File: config.mk
export PLATFORM = sky130hd
export DESIGN_NAME = dispatch_queue
export DESIGN_NICKNAME = d
export VERILOG_FILES = /design/src/rtl/dispatch_queue.sv
export SDC_FILE = /design/constraint.sdc
export NUM_CORES = 1
export LEC_CHECK = 0
export CAP_MARGIN = 10
export CORE_MARGIN = 2
export CORE_UTILIZATION = 54
export DETAILED_ROUTE_END_ITERATION = 7
export PLACE_DENSITY = 0.83
export SLEW_MARGIN = 20
export SYNTH_ARGS = -nofsm -noshare
export SYNTH_HDL_FRONTEND = slang
export SYNTH_SLANG_ARGS = --single-unit
File: constraint.sdc
create_clock -name clk -period 3.62 [get_ports clk]
set_input_delay 0.905 -clock clk [delete_from_list [all_inputs] [get_ports clk]]
set_output_delay 0.905 -clock clk [all_outputs]
set_load 0.02 [all_outputs]
File: src/rtl/dispatch_queue.sv
// In-order dispatch buffer: accepts decoded control bundles, drops no-ops at entry,
// and presents the oldest op to the one execution class (ALU, MD, MEM, BR) that owns it.
module dispatch_queue #(
  parameter int DEPTH = 4,
  parameter int TAGW  = 4
) (
  input  logic            clk,
  input  logic            reset,
  input  logic            flush,
  input  logic            in_valid,
  output logic            in_ready,
  input  logic [TAGW-1:0] in_tag,
  input  logic [4:0]      in_regRD,
  input  logic [2:0]      in_ALUOp,
  input  logic [1:0]      in_whichMath,
  input  logic            in_leftShift,
  input  logic [2:0]      in_commandType,
  input  logic            in_regWrite,
  input  logic            in_memWrite,
  input  logic            in_read_enable,
  input  logic            in_brTaken,
  output logic            alu_valid,
  input  logic            alu_ready,
  output logic            md_valid,
  input  logic            md_ready,
  output logic            mem_valid,
  input  logic            mem_ready,
  output logic            br_valid,
  input  logic            br_ready,
  output logic [TAGW-1:0] out_tag,
  output logic [4:0]      out_regRD,
  output logic [2:0]      out_ALUOp,
  output logic [1:0]      out_whichMath,
  output logic            out_leftShift,
  output logic [2:0]      out_commandType,
  output logic            out_regWrite,
  output logic            out_memWrite,
  output logic            out_read_enable,
  output logic [15:0]     issued_count
);
  localparam int AW = (DEPTH > 1) ? $clog2(DEPTH) : 1;
  localparam int CW = AW + 1;
  localparam int PW = TAGW + 17;
  localparam logic [CW-1:0] FULL = CW'(DEPTH);

  typedef enum logic [1:0] {CLS_ALU = 2'd0, CLS_MD = 2'd1, CLS_MEM = 2'd2, CLS_BR = 2'd3} cls_e;

  logic [AW-1:0] rd_ptr_q, rd_ptr_d, wr_ptr_q, wr_ptr_d;
  logic [CW-1:0] count_q, count_d;
  logic [15:0]   issued_q, issued_d;
  logic [PW-1:0] mem_q [DEPTH];
  logic [PW-1:0] mem_d [DEPTH];
  cls_e          cls_q [DEPTH];
  cls_e          cls_d [DEPTH];
  logic [PW-1:0] last_q, last_d;
  logic [PW-1:0] head_w, in_w;
  cls_e          in_cls, head_cls;
  logic          in_nop, has_head, head_ready, enq, deq;

  assign in_w = {in_tag, in_regRD, in_ALUOp, in_whichMath, in_leftShift,
                 in_commandType, in_regWrite, in_memWrite, in_read_enable};

  // Class priority: branch, memory, mult/div, ALU; anything else is a no-op.
  always_comb begin
    in_nop = 1'b0;
    in_cls = CLS_ALU;
    if (in_commandType == 3'd3 || in_commandType >= 3'd5 || in_brTaken) in_cls = CLS_BR;
    else if (in_memWrite || in_read_enable)                              in_cls = CLS_MEM;
    else if (in_whichMath[1])                                            in_cls = CLS_MD;
    else if (in_regWrite)                                                in_cls = CLS_ALU;
    else                                                                 in_nop = 1'b1;
  end

  assign in_ready = (count_q < FULL);

  always_comb begin
    has_head  = (count_q != '0);
    head_cls  = cls_q[rd_ptr_q];
    head_w    = has_head ? mem_q[rd_ptr_q] : last_q;
    alu_valid = has_head && (head_cls == CLS_ALU);
    md_valid  = has_head && (head_cls == CLS_MD);
    mem_valid = has_head && (head_cls == CLS_MEM);
    br_valid  = has_head && (head_cls == CLS_BR);
    case (head_cls)
      CLS_ALU: head_ready = alu_ready;
      CLS_MD:  head_ready = md_ready;
      CLS_MEM: head_ready = mem_ready;
      default: head_ready = br_ready;
    endcase
    deq = has_head && head_ready;
    enq = in_valid && in_ready && !in_nop;
  end

  always_comb begin
    mem_d    = mem_q;
    cls_d    = cls_q;
    rd_ptr_d = rd_ptr_q;
    wr_ptr_d = wr_ptr_q;
    count_d  = count_q;
    issued_d = issued_q;
    last_d   = head_w;
    if (enq) begin
      mem_d[wr_ptr_q] = in_w;
      cls_d[wr_ptr_q] = in_cls;
      wr_ptr_d        = wr_ptr_q + AW'(1);
    end
    if (deq) begin
      rd_ptr_d = rd_ptr_q + AW'(1);
      issued_d = issued_q + 16'd1;
    end
    case ({enq, deq})
      2'b10:   count_d = count_q + CW'(1);
      2'b01:   count_d = count_q - CW'(1);
      default: count_d = count_q;
    endcase
    // Mispredict recovery discards both the same-cycle enqueue and issue.
    if (flush) begin
      rd_ptr_d = '0;
      wr_ptr_d = '0;
      count_d  = '0;
      issued_d = '0;
    end
  end

  always_ff @(posedge clk) begin
    if (reset) begin
      rd_ptr_q <= '0;
      wr_ptr_q <= '0;
      count_q  <= '0;
      issued_q <= '0;
      last_q   <= '0;
    end else begin
      rd_ptr_q <= rd_ptr_d;
      wr_ptr_q <= wr_ptr_d;
      count_q  <= count_d;
      issued_q <= issued_d;
      last_q   <= last_d;
    end
  end

  always_ff @(posedge clk) begin
    mem_q <= mem_d;
    cls_q <= cls_d;
  end

  assign {out_tag, out_regRD, out_ALUOp, out_whichMath, out_leftShift,
          out_commandType, out_regWrite, out_memWrite, out_read_enable} = head_w;
  assign issued_count = issued_q;
endmodule

Word level (Yosys, flattened, before mapping)

Index checks and enable logic that the tools add are counted.

Bits in registers: 136
Output and inout bits: 42
Logic and storage cells: 69

Add/subtract/negate cells: 5
Magnitude comparators: 5
Equal/unequal tests: 6
Muxes and demuxes: 22
Bitwise operators: 2
Reductions and logical operators: 16

Operator list:

| kind                                                                  | number |
|---|---|
| 84-bit bitwise mux                                                    | 1 |
| 21-bit 2-to-1 mux                                                     | 4 |
| 21-bit binary-select mux with 2-bit select                            | 1 |
| 21-bit demux with 2-bit select                                        | 1 |
| 16-bit by 1-bit adder with 16-bit output (second input constant)      | 1 |
| 2-bit 2-to-1 mux                                                      | 5 |
| 3-bit greater-or-equal comparator (second input constant)             | 3 |
| 8-bit bitwise mux                                                     | 1 |
| 1-bit logical AND                                                     | 8 |
| 2-bit == test (second input constant)                                 | 3 |
| 2-bit inverter with 3-bit output                                      | 2 |
| 3-bit case mux with 2 select lines                                    | 1 |
| 1-bit 2-to-1 mux                                                      | 5 |
| 2-bit by 1-bit adder with 2-bit output (second input constant)        | 2 |
| 2-bit binary-select mux with 2-bit select                             | 1 |
| 2-bit demux with 2-bit select                                         | 1 |
| 2-bit by 1-bit == test with 1-bit output (second input constant)      | 2 |
| 3-bit by 1-bit adder with 3-bit output (second input constant)        | 1 |
| 3-bit by 2-bit == test with 1-bit output (second input constant)      | 1 |
| 1-bit logical OR                                                      | 3 |
| 3-bit by 1-bit < comparator with 1-bit output (second input constant) | 1 |
| 3-bit < comparator (second input constant)                            | 1 |
| 1-bit case mux with 3 select lines                                    | 1 |
| 3-bit nonzero test                                                    | 1 |
| 5 further kinds                                                       | 5 |

Depth between registers and ports, before layout

Gate-level depths: netlist (run 1).

Depth after elaboration: 9
Gate-level depth with buffers: 12
Depth with buffers taken out: 10

Least setup slack after synthesis (run 1)

No wires, ideal clock.

Path kind: input to register
From: in in_commandType[2]
To: reg count_q[2]
Setup time: 0.070 ns
Data arrival time: 3.326 ns
Slack: 0.223 ns
Stages: 10
Cell sequence: maj3_1 or4_1 o311a_1 inv_1 ha_1 inv_1 fa_1 xor2_1 or3_1 a21oi_1

Longest elaborated chain between the ends: 8

RTL lines:

| item                                                                                          | RTL line | text |
|---|---|---|
| start: declaration                                                                            | 17       | `input logic [2:0] in_commandType,` |
| 3-bit greater-or-equal comparator or 3-bit by 2-bit == test with 1-bit output (tied branches) | 67       | `if (in_commandType == 3'd3 \|\| in_commandType >= 3'd5 \|\| in_brTaken) in_cls = CLS_BR;` |
| 1-bit logical OR * (2 in series)                                                              | 67       |  |
| 1-bit 2-to-1 mux *                                                                            | 67       |  |
| 1-bit zero test *                                                                             | 91       | `enq = in_valid && in_ready && !in_nop;` |
| 1-bit logical AND *                                                                           | 91       |  |
| 2-bit by 1-bit == test with 1-bit output or 2-bit == test (tied branches)                     | 111      | `case ({enq, deq})` |
| 3-bit case mux with 2 select lines or 2-bit nonzero test (tied branches)                      | --       |  |
| end signal: assignment                                                                        | 135      | `count_q <= count_d;` |
| end: declaration                                                                              | 49       | `logic [CW-1:0] count_q, count_d;` |

Mark *: on every way between the ends. The rest lies on a longest branch, timed or not.
A chain may end at the register's enable or synchronous reset.

Worst setup path in the final report (run 1)

From: reg rd_ptr_q[0]
To: out out_commandType[2]

Longest elaborated chain between the ends: 5

RTL lines:

| item                                                   | RTL line | text |
|---|---|---|
| start: declaration                                     | 48       | `logic [AW-1:0] rd_ptr_q, rd_ptr_d, wr_ptr_q, wr_ptr_d;` |
| start signal: assignment                               | 133      | `rd_ptr_q <= rd_ptr_d;` |
| 2-bit inverter with 3-bit output (implied by the code) | 79       | `head_w = has_head ? mem_q[rd_ptr_q] : last_q;` |
| 21-bit binary-select mux with 2-bit select             | 79       |  |
| 21-bit 2-to-1 mux (implied by the code) (2 in series)  | 79       |  |
| 21-bit 2-to-1 mux                                      | 79       |  |
| end: declaration                                       | 35       | `output logic [2:0] out_commandType,` |

Every way passes these cells. The select of a mux whose other input is x is not followed.

==> results of run 1 <==
-- per-stage QoR --
| stage | instance area (um2) | setup TNS, ns |
|---|---|---|
| after global placement | 6390 | -0.183 |
| after global routing | 7040 | 0 |
| after CTS | 7000 | 0 |
| after detailed placement | 6390 | -0.334 |
| after floorplan | 5400 | 0 |
| final | 7040 | 0 |
-- layout make-up --
class	count	area (um2)	share of cell area [%]
sequential	136	3650	51.8
multi-input combinational	185	1650	23.5
timing repair buffer	97	922	13.1
clock buffer	19	422	5.99
clock inverter	13	194	2.76
tap	133	166	2.36
inverter	9	33.8	0.480
-- path summary, 6_finish.rpt --
kind | startpoint | endpoint | slack [ns] | depth (start not counted)
worst min register to register | issued_count[15] | issued_count[15] | 0.49 | 2
worst min-delay path | issued_count[15] | issued_count[15] | 0.49 | 2
worst max-delay path | rd_ptr_q[0] | out_commandType[2] | 0.16 | 4
worst max register to register | rd_ptr_q[0] | count_q[2] | 0.35 | 11
-- state kept, by name, summed over array words and instances (netlist names) --
name / cells
wr_ptr_q: 2
rd_ptr_q: 2
cls_q: 8
count_q: 3
mem_q: 84
last_q: 21
issued_count: 16
-- repair_timing --
action | 4_1_cts | 5_1_grt
gates resized for setup | 1 | 1
endpoints found under the setup margin | 17 | 15
setup buffers | 0 | 4
pin swaps | 0 | 0
-- cells by family after synthesis --
family,Yosys count,synth area share (%)
AOI/OAI and AO/OA,37,4.31
xor gates and xnor gates,5,0.812
adders and majority gates,8,1.95
buffers and inverters,24,1.95
DFF,136,67.5
muxes,46,14.5
and+or+nand+nor,89,8.97
-- power by group through the flow --
stage	Clock [mW]	Sequential (mW)	Combinational, mW
after CTS	1.80	1.73	0.374
after global routing	1.88	1.73	0.400
final	1.79	1.73	0.375
after floorplan	0	1.75	0.204
after detailed placement	0	1.76	0.367
after global placement	0	1.76	0.357
-- critical path, stage by stage (launching register included) --
cell,delay (ns)
dfxtp_4,0.44
buf_4,0.22
mux4_2,0.54
mux2_2,0.28
clkdlybuf4s50_1,0.54
-- metal layers --
metal  global-route usage (%)  share of wire (%)  vias to the layer above
li1                         -                  -                     1512
met1                     26.6                 39                     1678
met2                     39.6                 53                      116
met3                     6.77                6.0                       18
met4                     9.17                1.7                        0
met5                        0                  0                        -
-- layout by cell type, fill, tap and decap left out, types with 3 or more instances in the layout --
master,count
ha_1,6
clkbuf_16,16
nor2_1,16
and2_1,7
mux4_2,21
nand2_1,12
a21oi_1,16
dfxtp_1,43
nor2b_1,21
or3_1,10
inv_6,3
buf_4,24
clkdlybuf4s50_1,71
inv_1,8
o21ai_0,10
nand3_1,8
bufinv_16,4
edfxtp_1,92
mux2_2,21
and3_1,4
clkinvlp_4,3
xnor2_1,3
==> results.toml, run 1 <==
[run_status]
outcome = "finished clean"

[drt]
antenna_left = 0
dr.pass1.iters = 5
viasPerCell = 5.61
routed_wirelength_um = 11600
drc = 0
vias = 3324
wl_per_cell_um = 19.7
drt_iter0_drc = 183

[timing]
slew_headroom_pct = 72.7
tightest_slew_ns = 0.410
fin_ws_ns = 0.164
setup_viol = 0
whs_ns = 0.489
layout_min_cycle_time_ns = 3.46
period_share_pct = 95.5
finalHoldViolations = 0
grt_setup_unrepaired = "no"
maxSlewViolCount = 0
finClkSkew_ns = 0.00972
fmax_mhz = 289

[grt]
grt_pass1_wl_um = 18600
grt_overflow = 0
antenna_found_initial = 0
grt_max_degree = 28
grt_pass1_vias = 3545
track_usage_pct = 22.8

[yosys]
synth_top_area_share_pct = 51.2
avgSynthCellArea_um2 = 15.6
synthArstFlopShare_pct = 0
synth_top_flop_cell = "edfxtp_1"
synth_nets = 382
ys_seq_area_share_pct = 67.5
synth_cells = 345
netlist_area_um2 = 5400
ys_ff_latch = 136
synth_most_common_cell = "edfxtp_1"
yosys-top-cells-area = "edfxtp_1, dfxtp_1, mux4_2, mux2_2, nor2b_1"
yosysTopAreaCell = "edfxtp_1"
synth_edf_count = 92
ys_warn_count = 0
synth_cell_types = 41
synthTopCellsByCount = "edfxtp_1, dfxtp_1, mux2_2, mux4_2, nor2b_1"

[worst_setup_path]
worstPathArrival_ns = 2.55
cp_max_fo = 10
required_ns = 2.71
critPathKind = "reg2out"
critPathCaptureType = "output port"
start_kind = "flop"

[clocking]
root_buffer = "clkbuf_8"
clk_pin_slew_worst_paths_ns = 0.06
clk_path_buf_depth = 2
cts_tree = "built"
clk_latency_ns = 0.52
cts_buffers = 17
cts_sinks = 136
h-tree-depth = 4
hold_buffers = 0

[layout]
fillers = 607
final_util_pct = 72.3
area_delta_synth_final_pct = 30.4
drive_above_1_share_pct = 23.1
layout.nets = 483
layout.cells.non_filler = 592
num_antenna_cells = 0

[floorplanning]
pin_count = 72
start_util_pct = 55.5
die_y_um = 104
placementRows = 36
fp.dieW_um = 104
die_area_um2 = 10800
core_um2 = 9730

[placement]
dp_cells = 556
port_buffers = 71
dp_hpwl_um = 7320
place.gp.congestion = 0.786
place_ws_ns = -0.290

[pwr]
ir_drop_mv = 0.353
seqPwrFrac_pct = 44.3
p_comb_share_pct = 9.6
p_int_mw = 3.03
p_sw_share_pct = 22.1
p_leak_nw = 2.44
power_mw = 3.89
switchingPower_mw = 0.861
powerDensity_nw_per_um2 = 553
clockPowerShare_pct = 46.0

[run]
max_cap_violations = 0

[hold_path]
holdCritPathClass = "reg2reg"
Power figures use the tool's default switching activity.
==> inputs of run 2 (changes only) <==
- CORE_ASPECT_RATIO: default -> 1.5
==> results.toml, run 2 (synthesis gave the netlist of run 1 again) <==
[pwr]
p_leak_nw = 2.38
clockPowerShare_pct = 43.7
ir_drop_mv = 0.506
p_int_mw = 2.90
seqPwrFrac_pct = 46.5
powerDensity_nw_per_um2 = 537
p_sw_share_pct = 21.9
p_comb_share_pct = 9.8
switchingPower_mw = 0.815

[placement]
place.gp.congestion = 0.807
place_ws_ns = -0.298
post_dp_cell_area_um2 = 6360
dp_hpwl_um = 6870
port_buffers = 71

[grt]
grt_pass1_vias = 3435
antenna_found_initial = 0
grt_max_degree = 28
grt_pass1_wl_um = 17500
track_usage_pct = 21.6
grt_overflow = 0

[worst_setup_path]
cpMostUsedCell = "inv_1"
required_ns = 3.95
cp_max_fo = 2
start_kind = "input port"
critPathSlowestCell = "or4_1"
critPathCaptureType = "flop"
worstPathArrival_ns = 3.86
path_cells = "clkdlybuf4s50_1 > maj3_1 > or4_1 > o311a_1 > inv_1 > ha_1 > inv_1 > fa_1 > xor2_1 > or3_1 > a21oi_1"
critPathKind = "in2reg"
cpPeakStageDelay_ns = 0.49

[timing]
setup_viol = 0
finalHoldViolations = 0
maxSlewViolCount = 0
finClkSkew_ns = 0.00585
period_share_pct = 97.4
fin_ws_ns = 0.0938
grt_setup_unrepaired = "no"
tightest_slew_ns = 0.480
fin_tns_setup_ns = 0
whs_ns = 0.495
slew_headroom_pct = 68.0
layout_min_cycle_time_ns = 3.53
fmax_mhz = 284

[clocking]
clk_pin_slew_worst_paths_ns = 0.06
hold_buffers = 0
clk_latency_ns = 0.41
root_buffer = "clkbuf_16"
clk_path_buf_depth = 2
cts_sinks = 136
post_cts_resized = 0
h-tree-depth = 4
cts_buffers = 17
cts_tree = "built"
post_cts_buffers = 0

[hold_path]
holdCritPathClass = "reg2reg"

[drt]
wl_per_cell_um = 19.1
drt_iter0_drc = 189
antenna_left = 0
dr.pass1.iters = 4
viasPerCell = 5.76
drc = 0
vias = 3283
routed_wirelength_um = 10900

[layout]
largest_register_ffs = 84
final_common_cell = "edfxtp_1"
final_cell_mix = "edfxtp_1, clkdlybuf4s50_1, dfxtp_1"
layout.nets = 479
area_delta_synth_final_pct = 28.4
drive_above_1_share_pct = 22.0
top_register = "mem_q"
stdcell_area_um2 = 6930
final_util_pct = 71.5
num_antenna_cells = 0

[run]
max_cap_violations = 0

[floorplanning]
die_y_um = 126
start_util_pct = 55.7
fp.dieW_um = 85.6
pin_count = 72
core_um2 = 9690
die_area_um2 = 10800
placementRows = 44

[run_status]
outcome = "finished clean"
[run 2: cell types whose count changed in the layout (fill, tap and decap cells not counted), sizes merged]
cell | before | now
bufinv | 4 | 2
buf | 26 | 22
clkbuf | 19 | 18
clkinvlp | 3 | 5
clkinv | 2 | 6
inv | 13 | 10
[run 2: area by class of cell]
cell class | instances | area (um2)
clock buffers | 18 | 429
flip-flops and latches | 136 | 3650
multi-input cells | 185 | 1650
fillers | 640 | 2760
well taps | 115 | 144
inverters | 9 | 33.8
repair buffers | 93 | 888
clock inverters | 14 | 133
[run 2: layer usage]
layer | vias to the layer above | wire length (um) | track usage [%]
met2 | 104 | 6060 | 38.0
met5 | - | 0 | 0
met3 | 10 | 505 | 5.47
met4 | 0 | 155 | 7.94
li1 | 1512 | - | -
met1 | 1657 | 4190 | 25.4
[run 2: worst paths after layout]
path / startpoint / to / slack [ns] / depth (start not counted)
worst max register to register: rd_ptr_q[0] / count_q[2] / 0.48 / 10
worst max-delay path: in_commandType[2] / count_q[2] / 0.09 / 11
worst min-delay path: issued_count[15] / issued_count[15] / 0.49 / 2
worst min register to register: issued_count[15] / issued_count[15] / 0.49 / 2
[run 2: power groups by stage]
stage	clock, mW	sequential [mW]	combinational (mW)
after floorplan	0	1.75	0.204
after global placement	0	1.75	0.356
after detailed placement	0	1.76	0.365
after CTS	1.65	1.73	0.370
after global routing	1.72	1.73	0.390
final	1.62	1.73	0.366
[run 2: per-stage QoR]
step	power, mW	cells
finish	3.72	570
floorplan	1.96	345
global placement	2.11	538
detailed placement	2.12	538
CTS	3.75	570
global route	3.84	570
[run 2: critical path: cells and delay by family]
family / cells / cell delay [ns]
AO/OA/AOI/OAI: 2 / 0.50
XOR/XNOR: 1 / 0.17
adder cells (fa/ha/maj): 3 / 0.91
buffers and inverters: 3 / 0.58
AND/OR/NAND/NOR: 2 / 0.80
